**src/rtl/dbg_hart_mailbox.sv**
```systemverilog
// Debug mailbox between a host debug module and a halted hart: halt/resume/command handshake FSM plus shared data registers.
// Hart bus: granted same cycle, response one cycle later; host side is always ready (writes dropped while a command is busy).
module dbg_hart_mailbox #(
  parameter int          DataCount = 2,
  parameter logic [11:0] DataAddr  = 12'h380
) (
  input  logic        clk_i,
  input  logic        rst_i,
  input  logic        req_i,
  input  logic        we_i,
  input  logic [11:0] addr_i,
  input  logic [31:0] wdata_i,
  output logic        gnt_o,
  output logic        rvalid_o,
  output logic [31:0] rdata_o,
  output logic        debug_req_o,
  input  logic        haltreq_i,
  input  logic        resumereq_i,
  input  logic        cmd_go_i,
  input  logic        err_clr_i,
  input  logic        host_we_i,
  input  logic [3:0]  host_idx_i,
  input  logic [31:0] host_wdata_i,
  output logic [31:0] host_rdata_o,
  output logic        halted_o,
  output logic        cmd_busy_o,
  output logic        cmd_err_o
);

  localparam logic [11:0] AddrHalted    = 12'h100;
  localparam logic [11:0] AddrGoing     = 12'h108;
  localparam logic [11:0] AddrResuming  = 12'h110;
  localparam logic [11:0] AddrException = 12'h118;
  localparam logic [11:0] AddrFlags     = 12'h300;

  typedef enum logic [2:0] {
    RUNNING,
    HALT_REQ,
    HALTED,
    CMD_GO,
    CMD_EXEC,
    RESUME
  } state_t;

  state_t      state;
  state_t      state_nxt;
  logic [31:0] data_q [DataCount];
  logic [31:0] rd_val;

  logic        hart_wr;
  logic        wr_halted;
  logic        wr_going;
  logic        wr_resuming;
  logic        wr_exception;
  logic        err_set;
  logic [11:0] doff;
  logic [9:0]  didx;
  logic        data_hit;

  assign gnt_o        = req_i;
  assign hart_wr      = req_i & we_i;
  assign wr_halted    = hart_wr && (addr_i == AddrHalted);
  assign wr_going     = hart_wr && (addr_i == AddrGoing);
  assign wr_resuming  = hart_wr && (addr_i == AddrResuming);
  assign wr_exception = hart_wr && (addr_i == AddrException);
  assign err_set      = (state == CMD_EXEC) && wr_exception;

  // Addresses below DataAddr wrap to a huge offset and fall outside the window.
  assign doff     = addr_i - DataAddr;
  assign didx     = doff[11:2];
  assign data_hit = (doff[1:0] == 2'b00) && (int'(didx) < DataCount);

  always_comb begin
    state_nxt = state;
    case (state)
      RUNNING:  if (haltreq_i) state_nxt = HALT_REQ;
      HALT_REQ: if (wr_halted) state_nxt = HALTED;
      HALTED: begin
        if (cmd_go_i && !cmd_err_o) state_nxt = CMD_GO;
        else if (resumereq_i)       state_nxt = RESUME;
      end
      CMD_GO:   if (wr_going) state_nxt = CMD_EXEC;
      CMD_EXEC: if (wr_halted || wr_exception) state_nxt = HALTED;
      RESUME:   if (wr_resuming) state_nxt = RUNNING;
      default:  state_nxt = RUNNING;
    endcase
  end

  always_comb begin
    rd_val = 32'h0;
    if (addr_i == AddrFlags) begin
      rd_val = {30'h0, state == RESUME, state == CMD_GO};
    end
    for (int i = 0; i < DataCount; i++) begin
      if (data_hit && (didx == 10'(i))) rd_val = data_q[i];
    end
  end

  always_comb begin
    host_rdata_o = 32'h0;
    for (int i = 0; i < DataCount; i++) begin
      if (host_idx_i == 4'(i)) host_rdata_o = data_q[i];
    end
  end

  always_ff @(posedge clk_i) begin
    if (rst_i) begin
      state       <= RUNNING;
      debug_req_o <= 1'b0;
      halted_o    <= 1'b0;
      cmd_busy_o  <= 1'b0;
      cmd_err_o   <= 1'b0;
      rvalid_o    <= 1'b0;
      rdata_o     <= 32'h0;
      for (int i = 0; i < DataCount; i++) data_q[i] <= 32'h0;
    end else begin
      state       <= state_nxt;
      debug_req_o <= (state_nxt == HALT_REQ);
      halted_o    <= (state_nxt == HALTED) || (state_nxt == CMD_GO) || (state_nxt == CMD_EXEC);
      cmd_busy_o  <= (state_nxt == CMD_GO) || (state_nxt == CMD_EXEC);
      if (err_set)        cmd_err_o <= 1'b1;
      else if (err_clr_i) cmd_err_o <= 1'b0;
      rvalid_o <= req_i;
      rdata_o  <= (req_i && !we_i) ? rd_val : 32'h0;
      // Hart write takes priority over a host write to the same register.
      for (int i = 0; i < DataCount; i++) begin
        if (hart_wr && data_hit && (didx == 10'(i)))
          data_q[i] <= wdata_i;
        else if (host_we_i && !cmd_busy_o && (host_idx_i == 4'(i)))
          data_q[i] <= host_wdata_i;
      end
    end
  end

endmodule

```
**config.mk**
```make
export PLATFORM = sky130hd
export DESIGN_NAME = dbg_hart_mailbox
export DESIGN_NICKNAME = d
export VERILOG_FILES = /design/src/rtl/dbg_hart_mailbox.sv
export SDC_FILE = /design/constraint.sdc
export NUM_CORES = 1
export LEC_CHECK = 0
export ABC_AREA = 1
export CORE_MARGIN = 1.5
export CORE_UTILIZATION = 49
export DETAILED_ROUTE_END_ITERATION = 10
export MAX_ROUTING_LAYER = met4
export PLACE_DENSITY = 0.82
export SYNTH_ARGS = -nofsm -noshare
export SYNTH_HDL_FRONTEND = slang
export SYNTH_SLANG_ARGS = --single-unit
```
**constraint.sdc**
```tcl
create_clock -name clk_i -period 3.99 [get_ports clk_i]
set_input_delay 0.798 -clock clk_i [delete_from_list [all_inputs] [get_ports clk_i]]
set_output_delay 0.798 -clock clk_i [all_outputs]
set_load 0.005 [all_outputs]
```
# ---- Word level (Yosys, flattened, before mapping)
# Memories as Yosys holds them, arrays and structs flattened.
# Index checks and enable logic that the tools add are counted.
dict set report op_classes {
  add_sub_neg 1
  order_cmp 1
  eq_ne 16
  muxes 35
  n_bitwise 6
  n_reduce_logical 29
}
# op count
set ops {}
lappend ops {{$mux 32} 8}
lappend ops {{$eq 12x9->1 const B} 4}
lappend ops {{$mux 3} 7}
lappend ops {{$mux 1} 18}
lappend ops {{$pmux 3 s6} 1}
lappend ops {{$logic_and 1x1->1} 16}
lappend ops {{$eq 12x10->1 const B} 1}
lappend ops {{$eq 3x2->1 const B} 4}
lappend ops {{$sub 12x10->12 const B} 1}
lappend ops {{$eq 10x1->1 const B} 1}
lappend ops {{$logic_not 10->1} 1}
lappend ops {{$lt 10x2->1 const B} 1}
lappend ops {{$eq 3x3->1 const B} 3}
lappend ops {{$eq 3x1->1 const B} 2}
lappend ops {{$eq 4x1->1 const B} 1}
lappend ops {{$logic_not 4->1} 1}
lappend ops {{$logic_or 1x1->1} 4}
lappend ops {{$or 1x1->1} 4}
lappend ops {{$logic_not 1->1} 3}
lappend ops {{$logic_not 3->1} 1}
lappend ops {{$logic_not 2->1} 1}
lappend ops {{$mux 2} 1}
lappend ops {{$reduce_bool 2->1} 1}
lappend ops {{$reduce_or 2->1} 1}
lappend ops {{other kinds (2)} 2}
dict set report word_totals {
  register_bits 40
  mem_bits_rw 64
  input_bits 89
  output_inout_bits 70
  wordCells 96
  mem_count 1
}
# memory depth word_bits read_ports rd_clocked_by_memory_dff wr line_no
set memory_table {}
lappend memory_table {data_q 2 32 2 0 2 47} ;# logic [31:0] data_q [DataCount];

# ---- Depth between registers and ports, before layout
# Gate-level depths: netlist of run 1.
dict set report logic_depth {
  ltp_word 10
  depth_mapped 14
  depth_no_buf 13
}

# ---- Least setup slack after synthesis of run 1
# No wires, ideal clock.
dict set report synth_path {
  kind {input port to flip-flop}
  startpoint {input port addr_i[7]}
  endpoint {memory data_q[0][0] (enable)}
  setup_time_ns 0.561
  t_arrival_ns 2.527
  required_time_ns 3.429
  setup_slack_ns 0.902
  path_stages 9
  n_path_buf 1
  path_cell_list {ha_1 inv_1 nand3_1 nor2_1 nand2_1 nor2_4 nand4_4 clkbuf_1 nand3_1}
}
# item line_no
set synth_rtl {}
lappend synth_rtl {{from (decl)} 11} ;# input logic [11:0] addr_i,
lappend synth_rtl {{to (decl)} 47}

# ---- Final worst setup path of run 1
dict set report layout_path {
  startpoint {input port host_idx_i[3]}
  endpoint {output port host_rdata_o[0]}
}
dict set report layout_via {
  elab_chain_cells 3
  word_cells_on_any_way 4
}
# item line_no
set layout_lines {}
lappend layout_lines {{from (decl)} 22} ;# input logic [3:0] host_idx_i,
lappend layout_lines {{$logic_not 4->1} 102} ;# if (host_idx_i == 4'(i)) host_rdata_o = data_q[i];
lappend layout_lines {{$mux 32} 102}
lappend layout_lines {{$mux 32 *} 102}
lappend layout_lines {{to (decl)} 24} ;# output logic [31:0] host_rdata_o,
# Mark *: on every way between the ends. The rest lies on a longest branch, timed or not.

==> impl_results.md, run 1 <==
- Max VDD drop: 0.0002062 V
- Clock net sink count: 104
- Vias in the first global route: 4966
- Placed inst area: 7363 um2
- Port Buf Inserts: 158
- Crit path largest cell delay: 0.55 ns
- RSZ-0062 raised after global routing: no
- Mean Syn Cell Area: 7.546 um2
- Max Cap Viol: 0
- Fin crit period: 3.348 ns
- CTS tree: done
- Placed cells: 1025
- Pwr per Cell Area: 311.8 nW/um2
- First-pass GRT wire length: 23.54 mm
- Yosys reg bits: 104
- Io pins: 159
- Final Hold Viols: 0
- CTS Root Buffer Type: clkbuf_16
- Crit-path cells: clkdlybuf4s50_1 > nor2_1 > nand2_1 > inv_1 > buf_4 > nand2_1 > o21ai_0 > clkdlybuf4s50_1
- Initial DRC count: 470
- Initial antenna violation count: 0
- Worst hold slack: 0.4988 ns
- Setup-failing EPs final: 0
- 1st-pass router iterations: 5
- DIE AREA: 12170 um2
- Gr usage total: 0.2639
- Clk pin slew, worst setup/hold paths: 0.07 ns
- CORE AREA: 11320 um2
- Post-CTS setup buffer count: 0
- Die H: 110.3 um
- Worst hold path type: register to register
- Synth unique cells: 30
- Leak Pwr: 3.427 nW
- Period utilization: 0.8392
- Synth-to-Final Area Change: 35.96%
- Worst-path fanout max: 18
- Worst-Skew Late Latency: 0.34 ns
- Largest net degree at the start of global routing: 65
- Max clock buf depth: 2
- WL final: 15.41 mm
- Clock Skews: 0.007222 ns
- Vias: 5463
- Share of cells above drive strength 1: 0.07350
- Cell area after synthesis: 5644 um2
- TritonCTS buffer count: 9
- Warnings, synthesis: 0
- Setup TNS: 0 ns
- Tot Pwr: 2.393 mW
- Post-synth net total: 838
- Post-route cell area: 7674 um2
- GPL Wtd Cong: 0.8887
- Initial Util: 0.4986
- Dpl ws: 0.4456 ns
- Slew at the pin closest to its max-slew limit: 0.7371 ns
- Diode count: 0
- Drt drc: 0
- Cell Rows: 39
- # resized after CTS: 0
- Crit. End Element: output port
- Critical path class: input pin to output port
- Fillers: 959
- Sequential area share after synthesis: 0.4824
- Post-route insts no fill: 1041
- Synthesized instance count: 748
- Nets: 983
- WP data required: 3.19 ns
- Hold_buf cts: 0
- Final Max Tran Viols: 0
- Startpoint types: input pin
- Grt ovf: 0
- Outcome: finished, final reports clean
- DR vias/cell: 5.248
- ANT nets after route: 0
- Final worst slack: 0.6417 ns
- Fin util: 0.6778
- DIE WIDTH: 110.3 um
- DP Wirelength: 10.64 mm
- H-tree depth: 3
- CP max-delay cell: clkdlybuf4s50_1
- WL/cell: 14.80 um
- Fmax: 298.7 MHz
- Data arrival time of the critical path: 2.55 ns
- Worst slew margin: 0.5086
-- worst paths after layout --
path | from | endpoint | slack, ns | cells after the start
max | host_idx_i[3] | host_rdata_o[0] | 0.64 | 8
min | data_q[1][26] | rdata_o[26] | 0.50 | 2
max reg2reg | cmd_busy_o | data_q[0][26] | 1.92 | 8
min reg2reg | data_q[1][26] | rdata_o[26] | 0.50 | 2
-- cells in the final DEF, fill, tap and decap left out --
master           count
nand2_1            266
clkdlybuf4s50_1    158
inv_1               76
o21ai_0             65
edfxtp_1            64
nand3_1             47
dfxtp_1             40
a21oi_1             37
nor2_1              29
a21boi_0            23
inv_2               18
buf_4               15
a21boi_1             9
clkbuf_16            9
nor2_2               5
nor3_1               5
clkinv_1             4
nand4_1              4
nand2_2              3
nand3_2              3
buf_12               3
nand3b_1             2
nor2_4               2
nand4_4              2
bufinv_16            2
o21ai_1              1
nand3_4              1
and2_1               1
or2_2                1
ha_1                 1
inv_6                1
clkinv_2             1
-- state kept, by name, indices dropped and copies added, names as in the netlist --
signal	count
cmd_err_o	1
rdata_o	32
cmd_busy_o	1
rvalid_o	1
data_q	64
state	3
halted_o	1
debug_req_o	1
-- power by group --
| group | internal [mW] | switching [mW] | total (mW) |
|---|---|---|---|
| registers | 1.18 | 0.0162 | 1.20 |
| logic | 0.139 | 0.123 | 0.262 |
| clock network | 0.545 | 0.390 | 0.935 |
| total | 1.86 | 0.529 | 2.39 |
-- cell usage after synthesis --
| master | n | area, um2 |
|---|---|---|
| a21boi_0 | 23 | 172.7 |
| nand4_4 | 2 | 42.54 |
| and2_1 | 1 | 6.260 |
| edfxtp_1 | 64 | 1922 |
| inv_1 | 76 | 285.3 |
| o21ai_0 | 65 | 325.3 |
| inv_2 | 18 | 67.56 |
| nor2_1 | 31 | 116.4 |
| nand2_1 | 267 | 1002 |
| nor3_1 | 5 | 25.02 |
| nand3_2 | 2 | 20.02 |
| a21oi_1 | 37 | 185.2 |
| nand4_1 | 4 | 25.02 |
| dfxtp_1 | 40 | 800.8 |
| o21ai_1 | 1 | 5.000 |
| nor2_2 | 4 | 25.02 |
| buf_1 | 1 | 3.750 |
| buf_6 | 4 | 45.04 |
| buf_4 | 8 | 60.06 |
| or2_2 | 1 | 6.260 |
| nand2_2 | 2 | 12.51 |
| nand3_4 | 1 | 17.52 |
| clkbuf_1 | 18 | 67.56 |
| clkinv_1 | 1 | 3.750 |
| a21boi_1 | 9 | 67.56 |
| ha_1 | 1 | 12.51 |
| nor2_4 | 1 | 11.26 |
| buf_2 | 11 | 55.05 |
| nand3b_1 | 2 | 15.01 |
| nand3_1 | 48 | 240.2 |
-- per-layer routing --
layer,vias up,part of all wire,GRT usage
li1,2688,-,-
met3,39,0.084,0.04115
met4,0,0.034,0.1145
met1,2482,0.38,0.3022
met2,254,0.50,0.4581
met5,-,0,-
-- worst max-delay path, delay by kind of cell --
| kind | cells | cell delay [ns] |
|---|---|---|
| and+or+nand+nor | 3 | 0.33 |
| buffers and inverters | 4 | 1.29 |
| AOI/OAI and AO/OA | 1 | 0.12 |
-- kinds of logic after synthesis --
kind of cell             after synthesis  share of synthesized area
adder cells (fa/ha/maj)                1                   0.002216
flip-flops                           104                     0.4824
buffers and inverters                137                     0.1042
AO/OA/AOI/OAI                        135                     0.1339
AND/OR/NAND/NOR                      371                     0.2773
-- area by class of cell --
type / count / area [um2] / share of cell area
clock buffers: 9 / 225.2 / 0.02935
clock inverters: 7 / 85.08 / 0.01109
inverters: 95 / 356.6 / 0.04647
multi-input cells: 507 / 2351 / 0.3064
flip-flops and latches: 104 / 2723 / 0.3548
well taps: 143 / 178.9 / 0.02332
repair buffers: 176 / 1754 / 0.2286
Note: power is estimated with default switching activity, not from simulation.
==> run 2: changes to the inputs <==
clock period = 3.2 ns   (was 3.99 ns; I/O delays follow)
==> impl_results.md, run 2 (synthesis gave the netlist of run 1 again) <==
- Startpoint types: input pin
- CP max-delay cell: clkdlybuf4s50_1
- Clock net sink count: 104
- DIE WIDTH: 110.3 um
- Port Buf Inserts: 158
- DP Wirelength: 10.83 mm
- Share of cells above drive strength 1: 0.08242
- Vias in the first global route: 4906
- ANT nets after route: 0
- Post-route cell area: 7685 um2
- Crit path largest cell delay: 0.56 ns
- WL final: 15.28 mm
- Vias: 5399
- Reg with most FFs: data_q
- Final Max Tran Viols: 0
- Io pins: 159
- GPL Wtd Cong: 0.8739
- Initial Util: 0.4986
- Post-CTS setup buffer count: 0
- Initial DRC count: 418
- Biggest regs: data_q (64), rdata_o (32), state (3)
- Fin util: 0.6788
- Gr usage total: 0.2619
- DIE AREA: 12170 um2
- R2R Setup Slk: 1.59 ns
- Max clock buf depth: 2
- Synth-to-Final Area Change: 36.16%
- Post-route insts no fill: 1053
- Leak Pwr: 3.448 nW
- Setup-failing EPs final: 0
- Placed cells: 1037
- Cell Rows: 39
- WP data required: 2.56 ns
- Worst-path fanout max: 14
- Drt drc: 0
- Fmax: 333.2 MHz
- Critical path class: input pin to output port
- Most common cell after layout, fill and taps aside: nand2_1
- Data arrival time of the critical path: 2.36 ns
- Grt ovf: 0
- Hold Path Origin: data_q[1][24]
- Setup TNS: 0 ns
- Worst hold path type: register to register
- Worst r2r dst: data_q[1][14]
- Outcome: finished, final reports clean
- Final Hold Viols: 0
- Nets: 995
- Largest register FFs: 64
- Fillers: 968
- WL/cell: 14.51 um
- TritonCTS buffer count: 9
- Hold EP: rdata_o[24]
- Die H: 110.3 um
- CTS tree: done
- Max Cap Viol: 0
- Max VDD drop: 0.0002598 V
- CP startpoint: host_idx_i[3]
- Worst R2R Path Depth: 8
- # resized after CTS: 0
- Crit-path cells: clkdlybuf4s50_1 > nor2_1 > nand3b_1 > buf_4 > o21ai_0 > clkdlybuf4s50_1
- Reg2reg start: cmd_busy_o
- Hold_buf cts: 0
- Clk pin slew, worst setup/hold paths: 0.07 ns
- Worst-Skew Late Latency: 0.34 ns
- Clock Skews: 0.004773 ns
- Slew at the pin closest to its max-slew limit: 0.4170 ns
- Diode count: 0
- Largest net degree at the start of global routing: 43
- Hold Crit Depth: 2
- Placed inst area: 7428 um2
- Tot Pwr: 2.801 mW
- DR vias/cell: 5.127
- Most frequent cells in the layout: nand2_1, clkdlybuf4s50_1, inv_1
- H-tree depth: 3
- Pwr per Cell Area: 364.4 nW/um2
- Crit. End Element: output port
- Initial antenna violation count: 0
- CTS Root Buffer Type: clkbuf_16
- 1st-pass router iterations: 5
- First-pass GRT wire length: 23.47 mm
- Period utilization: 0.9379
- RSZ-0062 raised after global routing: no
- CORE AREA: 11320 um2
- Crit-path most repeated cell: clkdlybuf4s50_1
- Fin crit period: 3.001 ns
- Worst slew margin: 0.7220
## run 2: cell types whose count changed in the layout (fill, tap and decap cells not counted)
cell	delta
inv_6	-1
clkinv_1	+1
buf_12	-2
bufinv_16	-2
buf_4	+14
clkinv_4	+1
clkinv_2	-1
clkbuf_1	+2
## run 2: layout make-up
type	instances	area [um2]	share of cell area
sequential	104	2723	0.3543
multi-input combinational	507	2351	0.3059
timing repair buffer	188	1819	0.2367
inverter	95	356.6	0.04640
clock buffer	11	232.7	0.03028
tap	143	178.9	0.02328
clock inverter	5	23.77	0.003093
## run 2: where the power goes
part	switching, mW	total [mW]	leakage [nW]	internal [mW]
sequential	0.0205	1.49	0.933	1.47
clock	0.463	0.982	0.124	0.519
combinational	0.153	0.326	2.39	0.173
## run 2: layer usage
layer	part of all wire	up-vias	global-route usage
met4	0.027	0	0.1035
met1	0.41	2416	0.3096
met2	0.49	231	0.4533
met3	0.073	39	0.03410
li1	-	2713	-
met5	0	-	-
## run 2: worst max path at each step
stage | endpoint | slack [ns] | cells after the start
global placement | host_rdata_o[7] | 0.17 | 6
global route | host_rdata_o[19] | 0.04 | 8
finish | host_rdata_o[7] | 0.20 | 6
CTS | host_rdata_o[7] | 0.19 | 6
floorplan | data_q[0][0] | 0.27 | 9
detailed placement | host_rdata_o[0] | 0.21 | 6
## run 2: worst max-delay path: cells and delay by family
family                 cells  cell delay, ns
AND/OR/NAND/NOR            2            0.24
buffers and inverters      3            1.20
AO/OA/AOI/OAI              1            0.27
## run 2: stage by stage
step                      setup WS [ns]  hold WS (ns)
final                            0.1986        0.4959
after detailed placement         0.2087        0.4832
after global routing            0.04464        0.5278
after CTS                        0.1902        0.4978
after global placement           0.1662        0.4779
after floorplan                  0.2698        0.4686
==> run 3: changes to the inputs <==
==> constraint.sdc (replaced) <==
create_clock -name clk_i -period 3.2 [get_ports clk_i]
set_input_delay 0.32 -clock clk_i [delete_from_list [all_inputs] [get_ports clk_i]]
set_output_delay 0.32 -clock clk_i [all_outputs]
set_load 0.005 [all_outputs]
==> impl_results.md, run 3 (synthesis gave the netlist of run 1 again) <==
- Slew at the pin closest to its max-slew limit: 0.7009 ns
- Hold_buf cts: 0
- Post-CTS setup buffer count: 0
- DIE AREA: 12170 um2
- Largest net degree at the start of global routing: 65
- GPL Wtd Cong: 0.8756
- Reg with most FFs: data_q
- Drt drc: 0
- Initial Util: 0.4986
- Sequential Area: 2723 um2
- Die H: 110.3 um
- Worst slew margin: 0.5327
- Setup TNS: 0 ns
- Setup-failing EPs final: 0
- Gr usage total: 0.2688
- Clock net sink count: 104
- Worst hold path type: register to register
- CTS Root Buffer Type: clkbuf_16
- Most common cell after layout, fill and taps aside: nand2_1
- Vias in the first global route: 5079
- Fin crit period: 2.587 ns
- Startpoint types: input pin
- CTS tree: done
- 1st-pass router iterations: 5
- Synth-to-Final Area Change: 36.18%
- Port Buf Inserts: 158
- Pwr per Cell Area: 385.7 nW/um2
- Max Cap Viol: 0
- Vias: 5475
- Fin util: 0.6789
- # resized after CTS: 0
- RSZ-0062 raised after global routing: no
- CORE AREA: 11320 um2
- Final Hold Viols: 0
- Max VDD drop: 0.0002510 V
- Initial antenna violation count: 0
- WL/cell: 14.62 um
- ANT nets after route: 0
- WL final: 15.28 mm
- Leak Pwr: 3.441 nW
- Worst-Skew Late Latency: 0.34 ns
- Period utilization: 0.8085
- DIE WIDTH: 110.3 um
- Fmax: 386.5 MHz
- Share of cells above drive strength 1: 0.07982
- Clock Skews: 0.01068 ns
- Grt ovf: 0
- Initial DRC count: 435
- Io pins: 159
- Critical path class: input pin to register
- Data arrival time of the critical path: 2.67 ns
- DR vias/cell: 5.239
- Crit. End Element: register
- DP Wirelength: 10.64 mm
- TritonCTS buffer count: 9
- Cell Rows: 39
- WP data required: 3.28 ns
- Max clock buf depth: 2
- Outcome: finished, final reports clean
- Diode count: 0
- Worst-path fanout max: 17
- Largest register FFs: 64
- Fillers: 925
- Clk pin slew, worst setup/hold paths: 0.07 ns
- Nets: 987
- Most frequent cells in the layout: nand2_1, clkdlybuf4s50_1, inv_1
- H-tree depth: 3
- Biggest regs: data_q (64), rdata_o (32), state (3)
- First-pass GRT wire length: 24.36 mm
- Multi-input gate area: 2351 um2
- Final Max Tran Viols: 0
-- run 3: cell count changes in the layout (fill, tap and decap cells not counted), sizes merged --
cell	before	now
bufinv	0	1
clkinv	6	3
inv	94	97
clkbuf	11	10
buf	30	22
-- run 3: cell type report --
type | instances | area share
Sequential cell | 104 | 0.3542
Tap cell | 143 | 0.02328
Inverter | 95 | 0.04639
Clock inverter | 6 | 0.009930
Multi-Input combinational cell | 507 | 0.3059
Clock buffer | 10 | 0.02979
Timing Repair Buffer | 180 | 0.2305
-- run 3: final timing paths --
path | slack, ns | cells after the start | to | start
min reg2reg | 0.50 | 2 | rdata_o[2] | data_q[1][2]
max | 0.61 | 12 | data_q[1][3] | addr_i[7]
max reg2reg | 1.31 | 7 | data_q[1][3] | cmd_busy_o
min | 0.50 | 2 | rdata_o[2] | data_q[1][2]
-- run 3: worst max-delay path: stages --
cell	delay, ns
clkdlybuf4s50_1	0.50
ha_1	0.35
inv_1	0.06
nand3_1	0.06
nor2_1	0.12
nand2_1	0.12
nor2_4	0.18
nand4_4	0.09
and2_1	0.39
buf_4	0.33
nand2_1	0.09
nand2_1	0.06
-- run 3: power breakdown --
part	switching [mW]	total, mW	internal [mW]
clock	0.520	1.14	0.622
sequential	0.0197	1.49	1.47
combinational	0.159	0.333	0.174
-- run 3: metrics by stage --
stage	total power, mW	cells	setup WS [ns]	hold WS (ns)	instance area (um2)
floorplan	1.645	748	0.5898	0.4385	5644
global placement	1.844	1029	0.3801	0.4788	7381
detailed placement	1.850	1029	0.2823	0.4842	7381
CTS	2.967	1045	0.6391	0.5007	7686
global route	3.066	1045	0.4271	0.5168	7686
finish	2.965	1045	0.6129	0.5021	7686
-- run 3: metal layers --
| metal | vias to the layer above | share of wire | global-route usage |
|---|---|---|---|
| li1 | 2694 | - | - |
| met1 | 2457 | 0.39 | 0.3206 |
| met2 | 283 | 0.50 | 0.4533 |
| met3 | 41 | 0.081 | 0.04468 |
| met4 | 0 | 0.030 | 0.1090 |
| met5 | - | 0 | - |
